**src/rtl/mem_pkg.sv**
```systemverilog
// Shared encodings for the memory-access stage: load/store types, FSM states, widths.
// Latency: n/a (types and pure functions only).
// Backpressure: n/a.
package mem_pkg;

  localparam int DATA_W = 32;
  localparam int BE_W   = DATA_W / 8;

  typedef enum logic [2:0] {
    LD_NONE = 3'd0,
    LD_LB   = 3'd1,
    LD_LH   = 3'd2,
    LD_LW   = 3'd3,
    LD_LBU  = 3'd4,
    LD_LHU  = 3'd5
  } ld_type_e;

  typedef enum logic [1:0] {
    ST_NONE = 2'd0,
    ST_SB   = 2'd1,
    ST_SH   = 2'd2,
    ST_SW   = 2'd3
  } st_type_e;

  typedef enum logic [1:0] {
    S_IDLE   = 2'd0,
    S_ACCESS = 2'd1,
    S_DONE   = 2'd2
  } mem_state_e;

  // Byte lanes written by a store at byte offset off.
  function automatic logic [BE_W-1:0] store_be(input logic [1:0] st, input logic [1:0] off);
    logic [BE_W-1:0] be;
    be = '0;
    case (st)
      ST_SB:   be = 4'b0001 << off;
      ST_SH:   be = 4'b0011 << {off[1], 1'b0};
      ST_SW:   be = 4'b1111;
      default: be = '0;
    endcase
    return be;
  endfunction

  // Store data replicated across lanes so the enabled lanes carry the right bytes.
  function automatic logic [DATA_W-1:0] store_data(input logic [1:0] st, input logic [DATA_W-1:0] rs2);
    logic [DATA_W-1:0] d;
    d = '0;
    case (st)
      ST_SB:   d = {4{rs2[7:0]}};
      ST_SH:   d = {2{rs2[15:0]}};
      ST_SW:   d = rs2;
      default: d = '0;
    endcase
    return d;
  endfunction

endpackage

```
**src/rtl/mem_ld_align.sv**
```systemverilog
// Selects the addressed byte/half of a raw read word and sign/zero extends it.
// Latency: purely combinational.
// Backpressure: none; output follows inputs.
module mem_ld_align
  import mem_pkg::*;
(
  input  logic [DATA_W-1:0] raw,
  input  logic [1:0]        off,
  input  logic [2:0]        ld_type,
  output logic [DATA_W-1:0] dat
);

  logic [7:0]  byte_sel;
  logic [15:0] half_sel;

  assign byte_sel = raw[{off, 3'b000} +: 8];
  assign half_sel = off[1] ? raw[31:16] : raw[15:0];

  // Extend the selected field according to the load flavour; reserved types yield 0.
  always_comb begin
    dat = '0;
    case (ld_type)
      LD_LB:   dat = {{24{byte_sel[7]}}, byte_sel};
      LD_LBU:  dat = {24'd0, byte_sel};
      LD_LH:   dat = {{16{half_sel[15]}}, half_sel};
      LD_LHU:  dat = {16'd0, half_sel};
      LD_LW:   dat = raw;
      default: dat = '0;
    endcase
  end

endmodule

```
**src/rtl/mem_stage.sv**
```systemverilog
// MEM pipeline stage: issues D-cache accesses, formats stores, aligns loads; MEM_TIMEOUT_EN adds an ack watchdog.
// Latency: 3 cycles per access minimum (accept, >=1 ACCESS, DONE), 2 of them stalled.
// Backpressure: Mem_Stall holds IF..EX/MEM while a request is outstanding; misaligned ops are refused unstalled.
module mem_stage
  import mem_pkg::*;
#(
  parameter int TIMEOUT_CYCLES = 255
) (
  input  logic              clk,
  input  logic              rst_n,
  input  logic              EXMem_Valid,
  input  logic [DATA_W-1:0] EXMem_AluData,
  input  logic [DATA_W-1:0] EXMem_Rs2Data,
  input  logic [2:0]        EXMem_LdType,
  input  logic [1:0]        EXMem_StType,
  input  logic              Mem_Flush,
  output logic              Mem_DcacheEN,
  output logic [DATA_W-1:0] Dcache_Addr,
  output logic              Dcache_WrEn,
  output logic [BE_W-1:0]   Dcache_ByteEn,
  output logic [DATA_W-1:0] Dcache_WrData,
  input  logic              Dcache_Ack,
  input  logic [DATA_W-1:0] Dcache_DataRd,
  output logic [DATA_W-1:0] Mem_LdData,
  output logic              Mem_Done,
  output logic              Mem_Stall,
`ifdef MEM_TIMEOUT_EN
  output logic              Mem_AccessFault,
`endif
  output logic              Mem_Misalign
);

  mem_state_e state, state_nxt;

  logic              is_ld, is_st, mem_op, misalign, accept, timeout, flush_q;
  logic [1:0]        off_q;
  logic [2:0]        ld_q;
  logic              wr_q;
  logic [BE_W-1:0]   be_q;
  logic [DATA_W-1:0] addr_q, wdat_q, ld_fmt;

  // Decode the incoming op; a valid load type takes priority over any store type.
  always_comb begin
    is_ld    = (EXMem_LdType >= LD_LB) && (EXMem_LdType <= LD_LHU);
    is_st    = !is_ld && (EXMem_StType != ST_NONE);
    mem_op   = EXMem_Valid && (is_ld || is_st) && !Mem_Flush;
    misalign = 1'b0;
    if (is_ld) begin
      if ((EXMem_LdType == LD_LH) || (EXMem_LdType == LD_LHU)) misalign = EXMem_AluData[0];
      else if (EXMem_LdType == LD_LW)                          misalign = |EXMem_AluData[1:0];
    end else if (is_st) begin
      if (EXMem_StType == ST_SH)      misalign = EXMem_AluData[0];
      else if (EXMem_StType == ST_SW) misalign = |EXMem_AluData[1:0];
    end
    accept       = (state == S_IDLE) && mem_op && !misalign;
    Mem_Misalign = (state == S_IDLE) && mem_op && misalign;
  end

  // State register; async reset drops any outstanding request immediately.
  always_ff @(posedge clk or negedge rst_n) begin
    if (!rst_n) state <= S_IDLE;
    else        state <= state_nxt;
  end

  // Next-state: DONE always lasts one cycle and never accepts, so back-to-back ops see a gap.
  always_comb begin
    state_nxt = state;
    case (state)
      S_IDLE:   if (accept) state_nxt = S_ACCESS;
      S_ACCESS: if (Dcache_Ack || timeout) state_nxt = S_DONE;
      S_DONE:   state_nxt = S_IDLE;
      default:  state_nxt = S_IDLE;
    endcase
  end

  // Capture the request at accept so the bus sees stable values for the whole ACCESS phase.
  always_ff @(posedge clk or negedge rst_n) begin
    if (!rst_n) begin
      addr_q <= '0;
      off_q  <= '0;
      ld_q   <= LD_NONE;
      wr_q   <= 1'b0;
      be_q   <= '0;
      wdat_q <= '0;
    end else if (accept) begin
      addr_q <= {EXMem_AluData[31:2], 2'b00};
      off_q  <= EXMem_AluData[1:0];
      ld_q   <= is_ld ? EXMem_LdType : LD_NONE;
      wr_q   <= !is_ld;
      be_q   <= is_ld ? '0 : store_be(EXMem_StType, EXMem_AluData[1:0]);
      wdat_q <= is_ld ? '0 : store_data(EXMem_StType, EXMem_Rs2Data);
    end
  end

  // A flush during ACCESS cannot cancel the bus cycle; remember it so DONE stays silent.
  always_ff @(posedge clk or negedge rst_n) begin
    if (!rst_n)                              flush_q <= 1'b0;
    else if (state == S_DONE)                flush_q <= 1'b0;
    else if (state == S_ACCESS && Mem_Flush) flush_q <= 1'b1;
  end

  mem_ld_align u_ld_align (
    .raw     (Dcache_DataRd),
    .off     (off_q),
    .ld_type (ld_q),
    .dat     (ld_fmt)
  );

  // Load result register: updated only by a live (unflushed) ack; stores report 0.
  always_ff @(posedge clk or negedge rst_n) begin
    if (!rst_n) Mem_LdData <= '0;
    else if (state == S_ACCESS && Dcache_Ack && !flush_q && !Mem_Flush)
      Mem_LdData <= wr_q ? '0 : ld_fmt;
  end

`ifdef MEM_TIMEOUT_EN
  localparam int CNT_W = $clog2(TIMEOUT_CYCLES + 1);

  logic [CNT_W-1:0] cnt_q;
  logic             fault_q;

  assign timeout = (state == S_ACCESS) && !Dcache_Ack && (cnt_q == CNT_W'(TIMEOUT_CYCLES - 1));

  // Watchdog: counts ACCESS cycles without ack; an ack on the limit cycle still wins.
  always_ff @(posedge clk or negedge rst_n) begin
    if (!rst_n) begin
      cnt_q   <= '0;
      fault_q <= 1'b0;
    end else if (accept) begin
      cnt_q   <= '0;
      fault_q <= 1'b0;
    end else if (state == S_ACCESS && !Dcache_Ack) begin
      cnt_q   <= cnt_q + 1'b1;
      fault_q <= timeout;
    end
  end

  assign Mem_AccessFault = (state == S_DONE) && fault_q;
`else
  // No watchdog in this build: ACCESS waits for ack indefinitely.
  assign timeout = 1'b0;
`endif

  assign Mem_DcacheEN  = (state == S_ACCESS);
  assign Dcache_Addr   = addr_q;
  assign Dcache_WrEn   = wr_q;
  assign Dcache_ByteEn = be_q;
  assign Dcache_WrData = wdat_q;
  assign Mem_Done      = (state == S_DONE) && !flush_q;
  assign Mem_Stall     = accept || (state == S_ACCESS);

endmodule
```
**config.mk**
```make
export PLATFORM = sky130hd
export DESIGN_NAME = mem_stage
export DESIGN_NICKNAME = d
export VERILOG_FILES = /design/src/rtl/mem_pkg.sv /design/src/rtl/mem_ld_align.sv /design/src/rtl/mem_stage.sv
export SDC_FILE = /design/constraint.sdc
export NUM_CORES = 1
export LEC_CHECK = 0
export BUFFER_PORTS_ARGS = -buffer_cell sky130_fd_sc_hd__buf_4
export CAP_MARGIN = 20
export CORE_MARGIN = 2
export CORE_UTILIZATION = 35
export CTS_CLUSTER_DIAMETER = 120
export DETAILED_ROUTE_END_ITERATION = 6
export GPL_TIMING_DRIVEN = 0
export PLACE_DENSITY = 0.57
export SKIP_CTS_REPAIR_TIMING = 1
export SLEW_MARGIN = 20
export SYNTH_ARGS = -nofsm -noshare
export SYNTH_HDL_FRONTEND = slang
export SYNTH_SLANG_ARGS = --single-unit
```
**constraint.sdc**
```tcl
create_clock -name clk -period 1.9 [get_ports clk]
set_input_delay 0.19 -clock clk [delete_from_list [all_inputs] [get_ports clk]]
set_output_delay 0.19 -clock clk [all_outputs]
set_load 0.03 [all_outputs]
```
==> results of run 1 <==
-- state kept, by name (all words and copies together), names as in the netlist --
name / flops
Dcache_Addr: 30
Dcache_ByteEn: 4
Dcache_WrData: 32
Dcache_WrEn: 1
Mem_LdData: 32
flush_q: 1
ld_q: 3
off_q: 2
state: 2
-- per-stage QoR --
stage	cells	setup WS, ns	setup TNS, ns	area [um^2]
floorplan	456	0.0389	0	5450
global placement	849	-0.185	-3.51	7220
detailed placement	849	-0.228	-4.08	7220
CTS	865	-0.382	-4.22	7550
global route	880	-0.0705	-0.459	7790
finish	880	0.00226	0	7790
-- synth_stat cells (2+ instances only) --
master	n	area share [%]
nor3b_1	3	0.41
o211ai_1	10	1.4
o221ai_1	7	1.1
mux2_2	17	3.5
a22o_1	35	5.6
nor3_1	2	0.18
buf_2	9	0.83
a221o_1	17	3.1
clkbuf_1	20	1.4
buf_6	5	1.0
a221oi_2	2	0.55
and3b_1	3	0.48
nor2b_1	5	0.57
o2bb2ai_2	8	2.2
o21a_1	2	0.28
a22oi_1	16	2.2
nor2_1	20	1.4
o2bb2ai_1	14	2.3
a21o_1	2	0.28
mux2_4	18	5.0
mux2i_1	33	6.1
nand2_1	22	1.5
nand2b_1	4	0.46
o21ai_0	8	0.74
buf_4	3	0.41
a21oi_1	26	2.4
dfrtp_1	107	49
o21ai_1	2	0.18
nand3_1	2	0.18
inv_1	9	0.62
-- cells by family after synthesis --
kind of cell    count (synthesis)  synth area share (%)
mux                            69                  15.0
simple gates                   71                  6.76
flops                         107                  49.2
compound gates                158                  24.2
buf+inv                        48                  4.62
xor+xnor                        1                 0.161
other cells                     1                0.0689
-- final cells by class --
| cell class | count | share of cell area [%] |
|---|---|---|
| buffer | 35 | 2.87 |
| clock buffer | 10 | 2.94 |
| clock inverter | 6 | 1.25 |
| inverter | 9 | 0.433 |
| multi-input combinational | 301 | 33.3 |
| sequential | 107 | 34.4 |
| tap | 188 | 3.02 |
| timing repair buffer | 224 | 21.8 |
-- routing by layer --
layer	vias to the layer above	wire length (um)	share of wire, %
met5	-	0	0
met4	0	303	1.7
met3	23	1380	7.9
met2	189	8000	46
met1	2362	7750	44
li1	2211	-	-
-- report_power, final --
group / internal [mW] / total, mW / switching [mW]
sequential: 2.82 / 3.19 / 0.378
clock: 1.17 / 2.10 / 0.924
combinational: 1.78 / 4.07 / 2.29
total: 5.77 / 9.36 / 3.59
-- critical path, stage by stage, from the launching register on --
cell,delay (ns)
dfrtp_2,0.43
nor4b_4,0.26
o211ai_2,0.15
buf_8,0.17
buf_12,0.15
nand2_4,0.06
buf_6,0.12
-- worst max path at each step --
stage                              start                   endpoint  depth (start not counted)
floorplan           state[0]$_DFFE_PN0P_               Mem_Misalign                          2
global placement         EXMem_LdType[1]                  Mem_Stall                          9
detailed placement   ld_q[1]$_DFFE_PN0P_  Mem_LdData[5]$_DFFE_PN0P_                          5
CTS                 state[0]$_DFFE_PN0P_                  Mem_Stall                          7
global route        state[0]$_DFFE_PN0P_                  Mem_Stall                          6
finish              state[0]$_DFFE_PN0P_                  Mem_Stall                          6
==> impl_metrics.tcl, run 1 <==
set metrics [dict create \
    grt_start_max_net_pins 108 \
    final_common_cell "buf_4" \
    ant_nets 0 \
    grt-ovfl-total 0 \
    start_util_pct 35.8 \
    drc 0 \
    cts_tree "done" \
    ir_drop_mv 0.696 \
    relSlewSlack_pct 33.9 \
    num_rows 45 \
    r2r-start "off_q[1]$_DFFE_PN0P_" \
    fin_hold_ws_ns -0.0415 \
    wirelength_mm 17.4 \
    diodes 0 \
    clock_sinks 107 \
    fillCellCount 1383 \
    path_max_fanout 11 \
    r2r_cells 7 \
    antenna_found_initial 0 \
    ys_seq_elements 107 \
    synth_edf_count 0 \
    critPathKind "flop to output port" \
    crit_required_ns 1.71 \
    drtIter0Drc 232 \
    ys_seq_area_share_pct 49.2 \
    final_nets 793 \
    powerDensity_mw_per_mm2 1200 \
    worst_pin_slew_ns 0.992 \
    drv_slew 0 \
    status "complete, but fails checks" \
    clock_path_buffers 2 \
    grt.busiest_layer "met2" \
    ctsHtreeMaxLevel 3 \
    regArea_mm2 0.00268 \
    async_flop_share_pct 100 \
    r2r-end "Mem_LdData[22]$_DFFE_PN0P_" \
    multi_input_comb_area_mm2 0.00260 \
    hpwl_mm 13.0 \
    io_pins 211 \
    firstDrtPassIters 5 \
    syn_inst 455 \
    synth-main-ff-cell "dfrtp_1" \
    cts.root.buffer_cell "clkbuf_16" \
    p_total_mw 9.36 \
    hold_class "input port to async pin" \
    cp-end-kind "output port" \
    cts_buffers 9 \
    period_share_pct 99.9 \
    rsz0062_at_grt "yes" \
    die-area_mm2 0.0166 \
    place.gp.congestion 0.830 \
    vias_per_cell 5.44 \
    synthDistinctLibCells 54 \
    met2_usage_pct 32.1 \
    vias 4785 \
    violations "negative hold slack" \
    maxCapViolCount 0 \
    finalSetupViolCount 0 \
    skew_ns 0.0140 \
    wl_per_cell_um 19.8 \
    reg2reg_slack_ns 0.02 \
    fin_util_pct 51.3 \
    finalHoldViolCount 28 \
    use_met1_pct 27.8 \
    core_area_mm2 0.0152 \
    cp.arrival_ns 1.71 \
    grt_util_all_layers_pct 20.5 \
    worstSkewPairLatency_ns 0.37 \
    drive_gt1_share_pct 47.5 \
    use_met3_pct 5.45 \
    fmaxAchievable_mhz 527 \
    syn_area_mm2 0.00544 \
    finalCriticalPeriod_ns 1.90 \
    syn_avg_cell_area_um2 12.0 \
    cp-start-kind "flop" \
    leakage_nw 3.84 \
    area_growth_pct 43.2 \
    synth_warnings 0 \
    clk_pin_slew_ns 0.07 \
    io_buffer_count 205 \
    grt_pass1_vias 4691 \
    die_y_um 129 \
    grt_pass1_wl_mm 26.2 \
    layout_common_cells "buf_4, dfrtp_1, a22o_1, mux2i_1, a21oi_1" \
    die_x_um 129 \
]
Power figures use the tool's default switching activity.
==> inputs of run 2 (changes only) <==
Settings changed: CORE_MARGIN 2 to not set.
==> run 2 against run 1 <==
The run still ends with negative hold slack left. Sequential power is essentially flat. Maximum frequency up 0.17%. Utilization decreased by 0.19 points. Final cell count is 0.23% higher. Sequential share of layout area increased by 0.13 points. Final area decreased by 0.37%. Non-clock buffer count up 2. Via count is 0.61% lower. Largest cell class unchanged. Die area is 3.1% lower. Global-route usage rose by 0.46 points. Largest power group unchanged. Critical path depth grew 1. Routed wire length fell by 2.4%.
==> impl_metrics.tcl, run 2 (synthesis results as in run 1) <==
set metrics [dict create \
    die-area_mm2 0.0161 \
    grt_pass1_wl_mm 26.0 \
    firstDrtPassIters 5 \
    grt_util_all_layers_pct 21.0 \
    clock_sinks 107 \
    grt-ovfl-total 0 \
    finalHoldViolCount 24 \
    fin_cells 882 \
    diodes 0 \
    antenna_found_initial 0 \
    final_nets 795 \
    relSlewSlack_pct 34.3 \
    multi_input_comb_area_mm2 0.00258 \
    cp-end-kind "flop" \
    core_area_mm2 0.0152 \
    regArea_mm2 0.00268 \
    hold_class "input port to async pin" \
    die_x_um 127 \
    cts.root.buffer_cell "clkbuf_16" \
    r2r-end "Mem_LdData[24]$_DFFE_PN0P_" \
    r2r-start "off_q[1]$_DFFE_PN0P_" \
    setup_ws_ns 0.00553 \
    worstSkewPairLatency_ns 0.35 \
    vias_per_cell 5.39 \
    grt_pass1_vias 4828 \
    p_total_mw 9.18 \
    path_max_fanout 10 \
    clk_pin_slew_ns 0.07 \
    fin_util_pct 51.1 \
    use_met3_pct 6.79 \
    vias 4756 \
    grt_start_max_net_pins 108 \
    io_buffer_count 205 \
    critPathKind "flop to flop" \
    leakage_nw 3.84 \
    drtIter0Drc 307 \
    wirelength_mm 17.0 \
    cts_tree "done" \
    status "complete, but fails checks" \
    use_met1_pct 27.3 \
    ctsHtreeMaxLevel 3 \
    cts_buffers 9 \
    drive_gt1_share_pct 47.7 \
    clock_path_buffers 2 \
    met2_usage_pct 33.8 \
    fmaxAchievable_mhz 528 \
    num_rows 45 \
    fillCellCount 1402 \
    worst_pin_slew_ns 0.985 \
    layout_common_cells "buf_4, dfrtp_1, a22o_1, mux2i_1, a21oi_1" \
    start_util_pct 35.8 \
    final_common_cell "buf_4" \
    reg2reg_slack_ns 0.006 \
    maxCapViolCount 0 \
    drc 0 \
    finalSetupViolCount 0 \
    ir_drop_mv 0.774 \
    area_growth_pct 42.7 \
    tns_ns 0 \
    ant_nets 0 \
    preCtsSetupSlack_ns -0.239 \
    finalCriticalPeriod_ns 1.89 \
    period_share_pct 99.7 \
    violations "negative hold slack" \
    hpwl_mm 12.6 \
    cp-start-kind "flop" \
    crit_required_ns 2.13 \
    wl_per_cell_um 19.3 \
    place.gp.congestion 0.816 \
    grt.busiest_layer "met2" \
    final_cell_area_mm2 0.00776 \
    cp.arrival_ns 2.12 \
    io_pins 211 \
    fin_hold_ws_ns -0.0337 \
    rsz0062_at_grt "yes" \
    drv_slew 0 \
    skew_ns 0.00589 \
    powerDensity_mw_per_mm2 1180 \
    r2r_cells 7 \
    dp_cells 849 \
    die_y_um 127 \
    postPlaceCellArea_mm2 0.00722 \
]
## run 2: cell count changes in the layout (fill, tap and decap cells not counted), moves of 2 or more
| cell | delta |
|---|---|
| inv_6 | +2 |
| clkinv_2 | +3 |
| clkinv_4 | -3 |
| buf_6 | +2 |
## run 2: final cells by class
cell class	instances	share of cell area [%]
flip-flops and latches	107	34.5
well taps	188	3.03
clock inverters	6	0.806
clock buffers	10	3.08
multi-input cells	301	33.3
repair buffers	225	21.9
inverters	9	0.435
plain buffers	36	2.96
## run 2: worst max-delay path, stage by stage, from the launching register on
cell and delay (ns):
dfrtp_1 0.34, buf_6 0.11, mux4_2 0.56, nand2_2 0.12
a2111oi_4 0.06, buf_4 0.17, buf_6 0.14, a221o_1 0.27
## run 2: worst max-delay path by stage
stage	start	endpoint	slack [ns]	cells after the start
floorplan	state[0]$_DFFE_PN0P_	Mem_Misalign	0.04	2
global placement	ld_q[2]$_DFFE_PN0P_	Mem_LdData[24]$_DFFE_PN0P_	-0.19	6
detailed placement	ld_q[1]$_DFFE_PN0P_	Mem_LdData[5]$_DFFE_PN0P_	-0.24	5
CTS	state[0]$_DFFE_PN0P_	Mem_Stall	-0.38	7
global route	state[0]$_DFFE_PN0P_	Mem_Stall	-0.09	6
finish	off_q[1]$_DFFE_PN0P_	Mem_LdData[24]$_DFFE_PN0P_	0.006	7
## run 2: power breakdown
group          internal [mW]  total, mW  switching (mW)  leakage, nW
sequential              2.82       3.21           0.392         1.39
combinational           1.78       4.04            2.26         2.30
clock                   1.06       1.94           0.873        0.153
## run 2: per-layer routing
metal | part of all wire, % | routed length, um | up-vias
met5 | 0 | 0 | -
met2 | 47 | 7940 | 202
li1 | - | - | 2211
met1 | 44 | 7440 | 2331
met4 | 1.0 | 178 | 0
met3 | 8.6 | 1460 | 12
==> inputs of run 3 (changes only) <==
Settings changed: RECOVER_POWER set to 50.
==> run 3 against run 2 <==
The run now ends clean. First-iteration DRC count unchanged. Die area stayed put. Largest power group unchanged. Setup slack is the same. Via count down 0.11%. Sequential power about the same. Sequential share of layout area barely moved. Final cell count stayed put. Clock skew unchanged. Count of clock-buffer cells in the layout unchanged.
==> impl_metrics.tcl, run 3 (synthesis results as in run 1) <==
set metrics [dict create \
    antenna_found_initial 0 \
    skew_ns 0.00589 \
    die-area_mm2 0.0161 \
    final_common_cell "buf_4" \
    fmaxAchievable_mhz 528 \
    cp-end-kind "flop" \
    area_growth_pct 42.6 \
    grt_util_all_layers_pct 21.0 \
    seq_power_share_pct 35.0 \
    cpMaxStageDelayCell "mux4_2" \
    drive_gt1_share_pct 47.7 \
    finalSetupViolCount 0 \
    die_x_um 127 \
    regArea_mm2 0.00268 \
    preCtsSetupSlack_ns -0.239 \
    cp-start-kind "flop" \
    path_common_cell "buf_6" \
    fillCellCount 1404 \
    status "complete, no violations" \
    leakage_nw 3.84 \
    grt_start_max_net_pins 108 \
    tns_ns 0 \
    cp.arrival_ns 2.12 \
    layout_common_cells "buf_4, dfrtp_1, a22o_1, mux2i_1, a21oi_1" \
    io_buffer_count 205 \
    cts.root.buffer_cell "clkbuf_16" \
    place.gp.congestion 0.816 \
    final_nets 795 \
    start_util_pct 35.8 \
    setup_ws_ns 0.00553 \
    vias 4751 \
    period_share_pct 99.7 \
    hpwl_mm 12.6 \
    firstDrtPassIters 5 \
    reg2reg_slack_ns 0.006 \
    drv_slew 0 \
    crit_required_ns 2.13 \
    worst_pin_slew_ns 1.48 \
    io_pins 211 \
    slowest_delay_ns 0.56 \
    fin_cells 882 \
    rsz0062_at_grt "yes" \
    p_int_mw 5.66 \
    swShare_pct 38.4 \
    fin_hold_ws_ns 0.0285 \
    worstSkewPairLatency_ns 0.35 \
    clock_path_buffers 2 \
    cts_tree "done" \
    ctsHtreeMaxLevel 3 \
    power_frac_clock_pct 21.1 \
    wirelength_mm 17.0 \
    postPlaceCellArea_mm2 0.00722 \
    multi_input_comb_area_mm2 0.00258 \
    ir_drop_mv 0.774 \
    vias_per_cell 5.39 \
    finalHoldViolCount 0 \
    diodes 0 \
    die_y_um 127 \
    p_sw_mw 3.52 \
    clock_sinks 107 \
    path_max_fanout 10 \
    grt_pass1_wl_mm 26.0 \
    grt_pass1_vias 4828 \
    grt-ovfl-total 0 \
    critPathKind "flop to flop" \
    cp_cell_sequence "buf_6 -> mux4_2 -> nand2_2 -> a2111oi_4 -> buf_4 -> buf_6 -> a221o_1" \
    cts_buffers 9 \
    wl_per_cell_um 19.3 \
    hold_class "input port to flop" \
    relSlewSlack_pct 1.22 \
    clk_pin_slew_ns 0.07 \
    drc 0 \
    powerDensity_mw_per_mm2 1180 \
    drtIter0Drc 307 \
    path_buf_inv 3 \
    cp_top_family "multiplexers" \
    core_area_mm2 0.0152 \
    num_rows 45 \
    maxCapViolCount 0 \
    combPwrFrac_pct 44.0 \
    final_cell_area_mm2 0.00776 \
    finalCriticalPeriod_ns 1.89 \
    ant_nets 0 \
    dp_cells 849 \
]
-- run 3: per-layer routing --
layer | wire length, um | global-route usage (%)
met1 | 7470 | 27.3
met2 | 7920 | 33.8
met3 | 1440 | 6.79
met4 | 178 | 5.32
met5 | 0 | 0
-- run 3: worst reg2reg max path, cell delays in order, from the launching register on --
cell,delay [ns]
dfrtp_1,0.34
buf_6,0.11
mux4_2,0.56
nand2_2,0.12
a2111oi_4,0.07
buf_4,0.17
buf_6,0.14
a221o_1,0.27
-- run 3: stage by stage --
stage	power, mW	utilization, %
after floorplan	5.63	-
after global placement	7.09	47.5
after detailed placement	7.14	47.5
after CTS	9.11	49.5
after global routing	9.63	51.1
final	9.18	51.1
-- run 3: area by class of cell --
class / instances / area share (%)
inverter: 9 / 0.435
sequential: 107 / 34.5
multi-input combinational: 301 / 33.3
clock buffer: 10 / 3.08
tap: 188 / 3.03
buffer: 36 / 2.97
clock inverter: 6 / 0.806
timing repair buffer: 225 / 21.9
-- run 3: final timing paths --
path                                                    start                       endpoint  cells after the start
worst max register to register           off_q[1]$_DFFE_PN0P_     Mem_LdData[24]$_DFFE_PN0P_                      7
min in group asynchronous                               rst_n     Mem_LdData[17]$_DFFE_PN0P_                      1
worst min-delay path                               Dcache_Ack           state[0]$_DFFE_PN0P_                      2
max in group asynchronous                               rst_n           state[0]$_DFFE_PN0P_                      1
worst min register to register  Dcache_WrData[14]$_DFFE_PN0P_  Dcache_WrData[14]$_DFFE_PN0P_                      1
worst max-delay path                     off_q[1]$_DFFE_PN0P_     Mem_LdData[24]$_DFFE_PN0P_                      7
-- run 3: power by group through the flow --
| stage | clock network, mW | registers, mW | logic [mW] |
|---|---|---|---|
| 6_report | 1.94 | 3.21 | 4.04 |
| 5_1_grt | 2.09 | 3.28 | 4.26 |
| 4_1_cts | 1.99 | 3.20 | 3.92 |
| 3_5_place_dp | 0 | 3.22 | 3.92 |
| 3_3_place_gp | 0 | 3.22 | 3.88 |
| 2_1_floorplan | 0 | 4.15 | 1.48 |
